===== config.mk =====
export PLATFORM = sky130hd
export DESIGN_NAME = wb_stage
export DESIGN_NICKNAME = d
export VERILOG_FILES = /design/src/rtl/arvi_pkg.sv /design/src/rtl/retire_counter.sv /design/src/rtl/wb_stage.sv
export SDC_FILE = /design/constraint.sdc
export NUM_CORES = 1
export LEC_CHECK = 0
export BUFFER_PORTS_ARGS = -buffer_cell sky130_fd_sc_hd__clkbuf_2
export CORE_MARGIN = 3
export CORE_UTILIZATION = 49
export DETAILED_ROUTE_END_ITERATION = 16
export GPL_TIMING_DRIVEN = 0
export PLACE_DENSITY = 0.79
export SYNTH_ARGS = -nofsm -noshare
export SYNTH_HDL_FRONTEND = slang
export SYNTH_SLANG_ARGS = --single-unit

===== constraint.sdc =====
create_clock -name i_clk -period 2.74 [get_ports i_clk]
set_input_delay 0.274 -clock i_clk [delete_from_list [all_inputs] [get_ports i_clk]]
set_output_delay 0.274 -clock i_clk [all_outputs]
set_load 0.01 [all_outputs]

===== src/rtl/arvi_pkg.sv =====
// arvi_pkg: shared writeback-stage types, constants and the write-value select helper
package arvi_pkg;
  localparam int WB_XLEN = 32;
  localparam logic [4:0] REG_X0 = 5'd0;
  typedef enum logic [1:0] {WB_ALU, WB_MEM, WB_PC4} wb_sel_e;
  typedef struct packed {
    logic valid;
    logic we;
    logic [4:0] waddr;
    logic [WB_XLEN-1:0] wdata;
  } memwb_t;
  function automatic wb_sel_e wb_sel(input logic pcplus4, input logic memtoreg);
    return pcplus4 ? WB_PC4 : memtoreg ? WB_MEM : WB_ALU;
  endfunction
endpackage


===== src/rtl/retire_counter.sv =====
// retire_counter: free-running event counter with synchronous clear that beats increment
module retire_counter #(
  parameter int W = 64
) (
  input  logic         i_clk,
  input  logic         i_rst,
  input  logic         i_inc,
  input  logic         i_clr,
  output logic [W-1:0] o_count
);
  // clear wins over a same-edge increment; the count wraps naturally
  always_ff @(posedge i_clk or negedge i_rst)
    if (!i_rst) o_count <= '0;
    else if (i_clr) o_count <= '0;
    else if (i_inc) o_count <= o_count + W'(1);
endmodule


===== src/rtl/wb_stage.sv =====
// wb_stage: MEM/WB register, write-value select, register-file port, forwarding tap and retire count
module wb_stage
  import arvi_pkg::*;
#(
  parameter int XLEN  = WB_XLEN,
  parameter int CNT_W = 64
) (
  input  logic             i_clk,
  input  logic             i_rst,
  input  logic             i_valid,
  input  logic             i_stall,
  input  logic             i_exception,
  input  logic [31:0]      i_inst,
  input  logic [XLEN-1:0]  i_pc,
  input  logic [XLEN-1:0]  i_alu_res,
  input  logic [XLEN-1:0]  i_rd,
  input  logic             i_mc_memtoreg,
  input  logic             i_mc_regwrite,
  input  logic             i_mc_pcplus4,
  input  logic             i_cnt_clr,
  output logic             o_rf_we,
  output logic [4:0]       o_rf_waddr,
  output logic [XLEN-1:0]  o_rf_wdata,
  output logic             o_fwd_valid,
  output logic [4:0]       o_fwd_addr,
  output logic [XLEN-1:0]  o_fwd_data,
  output logic             o_retired,
  output logic [CNT_W-1:0] o_instret
);
  memwb_t wb;
  wb_sel_e sel;
  logic [XLEN-1:0] wval;
  logic cap, retire;
  logic unused_inst;
  assign unused_inst = &{1'b0, i_inst[31:12], i_inst[6:0]};
  assign sel = wb_sel(i_mc_pcplus4, i_mc_memtoreg);
  assign cap = i_valid & ~i_stall;
  assign retire = cap & ~i_exception;
  // pick the value to write back: PC+4 for links, then load/CSR data, then ALU
  always_comb wval = sel == WB_PC4 ? i_pc + XLEN'(4) : sel == WB_MEM ? i_rd : i_alu_res;
  // capture one instruction per unstalled valid cycle, otherwise insert a bubble
  always_ff @(posedge i_clk or negedge i_rst)
    if (!i_rst) begin
      wb <= '0;
      o_retired <= 1'b0;
    end else begin
      wb.valid <= cap;
      wb.we <= cap & i_mc_regwrite & ~i_exception & (i_inst[11:7] != REG_X0);
      o_retired <= retire;
      if (cap) begin
        wb.waddr <= i_inst[11:7];
        wb.wdata <= WB_XLEN'(wval);
      end
    end
  assign o_rf_we = wb.valid & wb.we;
  assign o_rf_waddr = wb.waddr;
  assign o_rf_wdata = XLEN'(wb.wdata);
  assign o_fwd_valid = o_rf_we;
  assign o_fwd_addr = o_rf_waddr;
  assign o_fwd_data = o_rf_wdata;
  retire_counter #(.W(CNT_W)) u_cnt (
    .i_clk(i_clk),
    .i_rst(i_rst),
    .i_inc(retire),
    .i_clr(i_cnt_clr),
    .o_count(o_instret)
  );
endmodule


Yosys cells after proc, flatten, opt, wreduce, memory -nomap -nowiden:

Cells that the tools add are included.

* eq/ne operators: 2
* bitwise operators: 8
* mux-type cells: 6
* reductions and logical operators: 2
* add/subtract/negate cells: 2

Operator list (number)
* $mux W64: 2
* $add A64 B1 Y64 const B: 1
* $mux W32: 2
* $add A32 B3 Y32 const B: 1
* $and A1 B1 Y1: 6
* $reduce_bool A5 Y1: 1
* $eq A2 B1 Y1 const B: 1
* $eq A2 B2 Y1 const B: 1
* $mux W2: 1
* $not A1 Y1: 2
* $reduce_bool A2 Y1: 1
* $mux W1: 1

* logic and storage cells: 26
* output and inout bits: 141
* register bits: 104
* input port bits: 137

Logic depth before layout (Yosys ltp):

Gate-level depths: netlist (run 1).

* depth in word-level cells: 5
* gate-level depth with buffers: 7
* mapped depth without buffers: 6

Hierarchy:

A second synthesis (run 1) with hierarchy kept.

* cell total of the unflattened synthesis: 736
* area, all modules: 6587.6 um^2

Modules (own cells, without submodules)
* retire_counter: seq. area each 1601.5 um^2, area each 3460.8 um^2, cells an instance 379, instances 1
* wb_stage: seq. area each 1001.0 um^2, area each 3126.7 um^2, cells an instance 357, instances 1

Worst setup path after synthesis (run 1):

Ideal clock, no wire load.

* path type: register to register
* start point: register u_cnt.o_count[0]
* end point: register u_cnt.o_count[44]
* slack: 258 ps
* clock period less this slack: 2482 ps
* stages on the path, launching flop included: 8
* buffers on the path: 1
* arrival time: 2404 ps
* required time: 2662 ps
* library setup time: 78 ps
* cells stage by stage: dfrtp_1 > ha_1 > nand4_2 > or4_1 > or4_1 > buf_2 > or3_1 > a21oi_1

* longest elaborated chain between the ends: 3

RTL lines
* start: declaration: RTL line retire_counter.sv:9 `output logic [W-1:0] o_count`
* start signal: assignment: RTL line retire_counter.sv:15 `else if (i_inc) o_count <= o_count + W'(1);`
* $add A64 B1 Y64: RTL line retire_counter.sv:15
* $mux W64: RTL line retire_counter.sv:15
* $mux W64: RTL line retire_counter.sv:14 `else if (i_clr) o_count <= '0;`

Every way passes these cells. The select of a mux whose other input is x is not followed.
A chain may end at the register's enable or synchronous reset.

Final worst setup path (run 1):

Ends and elaborated chain as after synthesis.

==> results.sh, run 1 <==
export IMPL_ys_ff_latch=104
export IMPL_detailed_place_hpwl_um=15500
export IMPL_r2r_cells=7
export IMPL_min_path_type="in -> async"
export IMPL_drt_iter0_markers=427
export IMPL_fin_skew_ns=0.00655
export IMPL_placed_cells=1198
export IMPL_synthArstFlopShare_pct=100
export IMPL_p_leak_nw=4.04
export IMPL_vias=6795
export IMPL_cts_tree="built"
export IMPL_gp_congestion=0.955
export IMPL_drive_above_1_share_pct=34.2
export IMPL_crit_path_start_kind="flop"
export IMPL_io_buffers=249
export IMPL_status="completed"
export IMPL_critPathMaxFanout=8
export IMPL_crit_path_start="u_cnt.o_count[0]"
export IMPL_relSlewSlack_pct=45.4
export IMPL_maxSlewViolCount=0
export IMPL_setup_slack_ns=0.135
export IMPL_use_met1_pct=31.4
export IMPL_fmax_mhz=384
export IMPL_synthDistinctLibCells=49
export IMPL_drc=0
export IMPL_grt_max_degree=105
export IMPL_final_core_util_pct=64.3
export IMPL_setup_viol=0
export IMPL_areaGrowthSynthToFinish_pct=27.6
export IMPL_place_ws_ns=-0.0192
export IMPL_cts_max_path_buffers=2
export IMPL_r2r_end="u_cnt.o_count[44]"
export IMPL_final_nets=1178
export IMPL_fin_crit_sh_pct=95.1
export IMPL_clk_pin_slew_ns=0.07
export IMPL_num_fill_cells=1184
export IMPL_rsz0062_at_grt="false"
export IMPL_drtPass1Iterations=5
export IMPL_peakVddDrop_mv=0.291
export IMPL_grt_pass1_vias=6296
export IMPL_wire_per_inst_um=16.3
export IMPL_rr_startpoint="u_cnt.o_count[0]"
export IMPL_synth_area_um2=6700
export IMPL_htreeDepth=3
export IMPL_drv_cap=0
export IMPL_antenna_found_initial=0
export IMPL_final_cells=1220
export IMPL_top_usage_layer="met2"
export IMPL_synthesis_nets=912
export IMPL_hold_viol=0
export IMPL_io_pins=278
export IMPL_multiInputGateArea_um2=3380
export IMPL_ys_warnings_count=0
export IMPL_die_y_um=123
export IMPL_cts_buffers_inserted=9
export IMPL_ys_flop_type="dfrtp_1"
export IMPL_core_area_um2=13300
export IMPL_reg2reg_slack_ns=0.13
export IMPL_dieArea_um2=15100
export IMPL_std_cell_rows=42
export IMPL_grt_pass1_wl_um=31200
export IMPL_synth_seq_area_share_pct=38.8
export IMPL_cts_hold_buf=0
export IMPL_cp_arrival_ns=2.88
export IMPL_cp_required_ns=3.01
export IMPL_avgSynthCellArea_um2=8.67
export IMPL_initial_utilization_pct=50.4
export IMPL_cts_root_buf="clkbuf_16"
export IMPL_detail_route_antenna_nets=0
export IMPL_globalRouteTotalUtil_pct=26.1
export IMPL_critPathCapture="u_cnt.o_count[44]"
export IMPL_drt_wl_total_um=19900
export IMPL_worst_pin_slew_ns=0.819
export IMPL_die_width_um=123
export IMPL_period_needed_ns=2.61
export IMPL_insertion_delay_ns=0.35
export IMPL_grt_util_met3_pct=4.39
export IMPL_worstSetupPathType="reg -> reg"
export IMPL_met2_usage_pct=46.4
export IMPL_grt_remaining_overflow=0
export IMPL_cts_sinks=104
export IMPL_postSynthCellCount=773
export IMPL_synth_edf_count=0
export IMPL_via_per_inst=5.57
export IMPL_end_kind="flop"
export IMPL_antennaDiodeCount=0
export IMPL_power_density_nw_per_um2=452
export IMPL_regArea_um2=2600
[through the flow]
stage | cell area, um^2 | total power [mW] | TNS, ns | hold slack, ns
after CTS | 8490 | 3.89 | 0 | 0.0621
after global placement | 8170 | 2.56 | -3.84 | 0.480
after detailed placement | 8180 | 2.58 | -0.0467 | 0.436
after global routing | 8550 | 4.05 | 0 | 0.0914
final | 8550 | 3.86 | 0 | 0.0206
after floorplan | 6700 | 2.20 | 0 | -0.0216
[worst max-delay path, cell delays in order (launching register included)]
cell and delay [ns]:
dfrtp_2 0.41, ha_1 0.22, nand4_4 0.19, or4_1 0.54, or4_1 0.47, buf_2 0.19, or3_1 0.36, a21oi_1 0.14
[synth_stat cells, types with 2 or more instances]
master,count,area [um^2]
mux2i_1,25,250
clkbuf_1,33,124
o31ai_1,6,45.0
a31oi_1,5,31.3
nor3_1,22,110
o22ai_1,3,18.8
dfrtp_1,104,2600
nor4_1,15,93.8
nor2_1,62,233
a31o_1,2,17.5
and2_1,7,43.8
mux2_2,4,45.0
or2_2,2,12.5
buf_4,75,563
a21oi_1,40,200
a22o_1,2,17.5
inv_1,8,30.0
or3_1,20,125
or4_1,12,90.1
nand4b_1,2,17.5
nand4_1,43,269
nand2_1,74,278
nor2b_1,3,18.8
nand2b_1,4,25.0
nand3_1,38,190
a211oi_1,3,22.5
nand4_2,2,25.0
and4_1,16,140
buf_1,5,18.8
xnor2_1,28,245
xor2_1,33,289
ha_1,2,25.0
and3_1,14,87.6
o21ai_0,19,95.1
o21ai_1,15,75.1
o221ai_1,12,105
[placed cells by master, fill, tap and decap left out, types with 5 or more instances in the layout]
cell type  Yosys  routed
xor2_1        33      33
nor3_1        22      22
nor2_1        62      62
xnor2_1       28      28
o221ai_1      12      12
nand2_1       74      74
dfrtp_1      104     103
nor4_1        15      14
or4_1         12      12
clkbuf_1      33      35
a21oi_1       40      40
buf_4         75      81
o21ai_0       19      19
clkbuf_16      0       9
buf_1          5       5
clkbuf_2       0     248
inv_1          8       8
and3_1        14      14
and4_1        16      16
nand4_1       43      43
o21ai_1       15      15
o31ai_1        6       6
mux2i_1       25      25
nand3_1       38      38
and2_1         7       7
a31oi_1        5       5
or3_1         20      20
[layout make-up]
class,count,share of cell area (%)
Buffer,114,8.31
Clock buffer,13,3.04
Clock inverter,3,0.468
Inverter,8,0.351
Multi-Input combinational cell,547,39.6
Sequential cell,104,30.5
Tap cell,176,2.58
Timing Repair Buffer,255,15.2
[power by group]
part	internal [mW]	switching [mW]	leakage [nW]
logic	0.444	0.397	2.50
registers	1.62	0.0843	1.39
clock network	0.756	0.562	0.150
[repair_timing]
action / in CTS / in global routing
resized for setup: 1 / 3
endpoints found under the hold margin: 0 / 0
setup endpoints to repair: 3 / 6
buffers inserted: 0 / 6
pin swaps: 0 / 2
[routing by layer]
layer	part of all wire, %	vias up
li1	-	3246
met1	38	3214
met2	51	292
met3	7.8	43
met4	2.7	0
met5	0	-
[cell families (layout without fill, tap and decap cells)]
family	Yosys count	count (layout)	share of synthesized area, %
adders and majority gates	2	2	0.373
and+or+nand+nor	342	342	27.0
buffers and inverters	122	393	11.1
AOI/OAI and AO/OA	113	113	10.3
muxes	29	29	4.41
xor gates and xnor gates	61	61	7.97
DFF	104	104	38.8
[state kept, by name, summed over array words and instances (netlist names)]
register	count
o_fwd_addr	5
o_retired	1
wb	2
u_cnt.o_count	64
o_fwd_data	32
[worst min path at each step]
stage | start | endpoint | slack, ns | cells past startpoint
5_1_grt | i_rst | u_cnt.o_count[35] | 0.09 | 1
3_3_place_gp | i_inst[8] | o_fwd_addr[1] | 0.48 | 3
3_5_place_dp | i_rst | u_cnt.o_count[31] | 0.44 | 1
4_1_cts | i_rst | u_cnt.o_count[31] | 0.06 | 1
2_1_floorplan | i_rst | o_fwd_addr[0] | -0.02 | 0
6_report | i_rst | u_cnt.o_count[38] | 0.02 | 1
Power figures use the tool's default switching activity.
==> inputs of run 2 (changes only) <==
- CORE_UTILIZATION: 49 -> 50
- CTS_BUF_LIST: default -> sky130_fd_sc_hd__clkbuf_8
- PLACE_DENSITY: 0.79 -> 0.81
==> run 2 against run 1 <==
Effect of this change: worst setup slack lost 0.050 ns; utilization is 1.9 points higher; non-clock buffer count fell by 1; worst hold slack worse by 0.014 ns; clock skew increased by 0.0052 ns; critical path depth unchanged; via count grew 1.8%; die area fell by 1.9%; critical path type unchanged; largest cell class unchanged; highest routed layer unchanged.
==> results.sh, run 2 (synthesis gave the netlist of run 1 again) <==
export IMPL_vias=6917
export IMPL_drt_iter0_markers=553
export IMPL_setup_viol=0
export IMPL_io_pins=278
export IMPL_rsz0062_at_grt="false"
export IMPL_drv_cap=0
export IMPL_p_leak_nw=4.02
export IMPL_cts_hold_buf=0
export IMPL_top_layer_used="met4"
export IMPL_final_nets=1177
export IMPL_status="completed"
export IMPL_cts_sinks=104
export IMPL_core_area_um2=12900
export IMPL_crit_path_start_kind="flop"
export IMPL_relSlewSlack_pct=44.6
export IMPL_critPathMaxFanout=8
export IMPL_detailed_place_hpwl_um=15600
export IMPL_num_fill_cells=1129
export IMPL_gp_congestion=0.927
export IMPL_grt_pass1_vias=6466
export IMPL_drtPass1Iterations=5
export IMPL_areaGrowthSynthToFinish_pct=27.3
export IMPL_fin_crit_sh_pct=96.9
export IMPL_drt_wl_total_um=20300
export IMPL_worstSetupPathType="reg -> reg"
export IMPL_globalRouteTotalUtil_pct=27.1
export IMPL_fin_skew_ns=0.0118
export IMPL_io_buffers=249
export IMPL_drc=0
export IMPL_placed_area_um2=8170
export IMPL_cp_required_ns=3.03
export IMPL_cp_arrival_ns=2.94
export IMPL_routed_wl_met2_um=10400
export IMPL_std_cell_rows=41
export IMPL_antennaDiodeCount=0
export IMPL_drive_above_1_share_pct=34.4
export IMPL_min_path_type="in -> async"
export IMPL_peakVddDrop_mv=0.309
export IMPL_die_y_um=122
export IMPL_worst_pin_slew_ns=0.831
export IMPL_power_density_nw_per_um2=448
export IMPL_cts_tree="built"
export IMPL_final_core_util_pct=66.2
export IMPL_insertion_delay_ns=0.37
export IMPL_grt_pass1_wl_um=32200
export IMPL_dieArea_um2=14800
export IMPL_fin_area_um2=8530
export IMPL_r2r_cells=7
export IMPL_grt_remaining_overflow=0
export IMPL_most_common_layout_cells="clkbuf_2 (248), dfrtp_1 (104), buf_4 (81)"
export IMPL_maxSlewViolCount=0
export IMPL_fmax_mhz=377
export IMPL_setup_tns_ns=0
export IMPL_htreeDepth=3
export IMPL_wire_per_inst_um=16.7
export IMPL_detail_route_antenna_nets=0
export IMPL_period_needed_ns=2.66
export IMPL_holdWs_ns=0.00622
export IMPL_wl_met3_um=1590
export IMPL_die_width_um=122
export IMPL_regMostFlops="u_cnt.o_count"
export IMPL_cts_max_path_buffers=2
export IMPL_cts_buffers_inserted=9
export IMPL_cts_root_buf="clkbuf_8"
export IMPL_largest_reg_flops=64
export IMPL_reg2reg_slack_ns=0.08
export IMPL_clk_pin_slew_ns=0.10
export IMPL_mostFrequentLayoutCell="clkbuf_2"
export IMPL_end_kind="flop"
export IMPL_via_per_inst=5.69
export IMPL_antenna_found_initial=0
export IMPL_met1_length_um=7890
export IMPL_initial_utilization_pct=52.0
export IMPL_grt_max_degree=105
export IMPL_hold_viol=0
## run 2: through the flow
step / total power [mW] / instances / worst slack, ns
6_report: 3.82 / 1215 / 0.0845
3_3_place_gp: 2.56 / 1194 / -0.0611
4_1_cts: 3.84 / 1210 / 0.0100
2_1_floorplan: 2.20 / 773 / 0.258
3_5_place_dp: 2.58 / 1194 / -0.0969
5_1_grt: 3.99 / 1215 / 0.00325
## run 2: metal layers
layer / GRT usage (%) / vias to the layer above
met5: 0 / -
met4: 8.05 / 0
met3: 4.50 / 38
met2: 47.8 / 356
met1: 34.1 / 3279
li1: - / 3244
## run 2: timing repair
item / CTS / global route
pin swaps: 0 / 2
gates resized for setup: 2 / 4
setup endpoints to repair: 6 / 8
buffers inserted: 0 / 6
## run 2: layout make-up
| class | instances | area, um^2 | share of cell area, % |
|---|---|---|---|
| Inverter | 8 | 30.0 | 0.352 |
| Sequential cell | 104 | 2600 | 30.5 |
| Clock buffer | 10 | 138 | 1.61 |
| Clock inverter | 6 | 131 | 1.54 |
| Tap cell | 172 | 215 | 2.52 |
| Buffer | 113 | 707 | 8.29 |
| Timing Repair Buffer | 255 | 1300 | 15.2 |
| Multi-Input combinational cell | 547 | 3400 | 39.9 |
## run 2: worst paths after layout
check	from	end
max	u_cnt.o_count[0]	u_cnt.o_count[56]
min	i_rst	u_cnt.o_count[33]
max reg2reg	u_cnt.o_count[0]	u_cnt.o_count[56]
min reg2reg	o_fwd_data[0]	o_fwd_data[0]
max in group asynchronous	i_rst	o_fwd_data[2]
min in group i_clk	i_inst[8]	o_fwd_addr[1]
## run 2: critical path, cell delays in order, from the launching register on
cell and delay (ns):
dfrtp_1 0.45, ha_4 0.18, nand4_4 0.17, or4_1 0.54
or4_1 0.53, buf_2 0.20, or3_1 0.36, a21oi_1 0.14
## run 2: power breakdown
| group | internal [mW] | switching [mW] | total (mW) |
|---|---|---|---|
| Combinational | 0.445 | 0.400 | 0.845 |
| Sequential | 1.62 | 0.0829 | 1.70 |
| Clock | 0.722 | 0.553 | 1.27 |
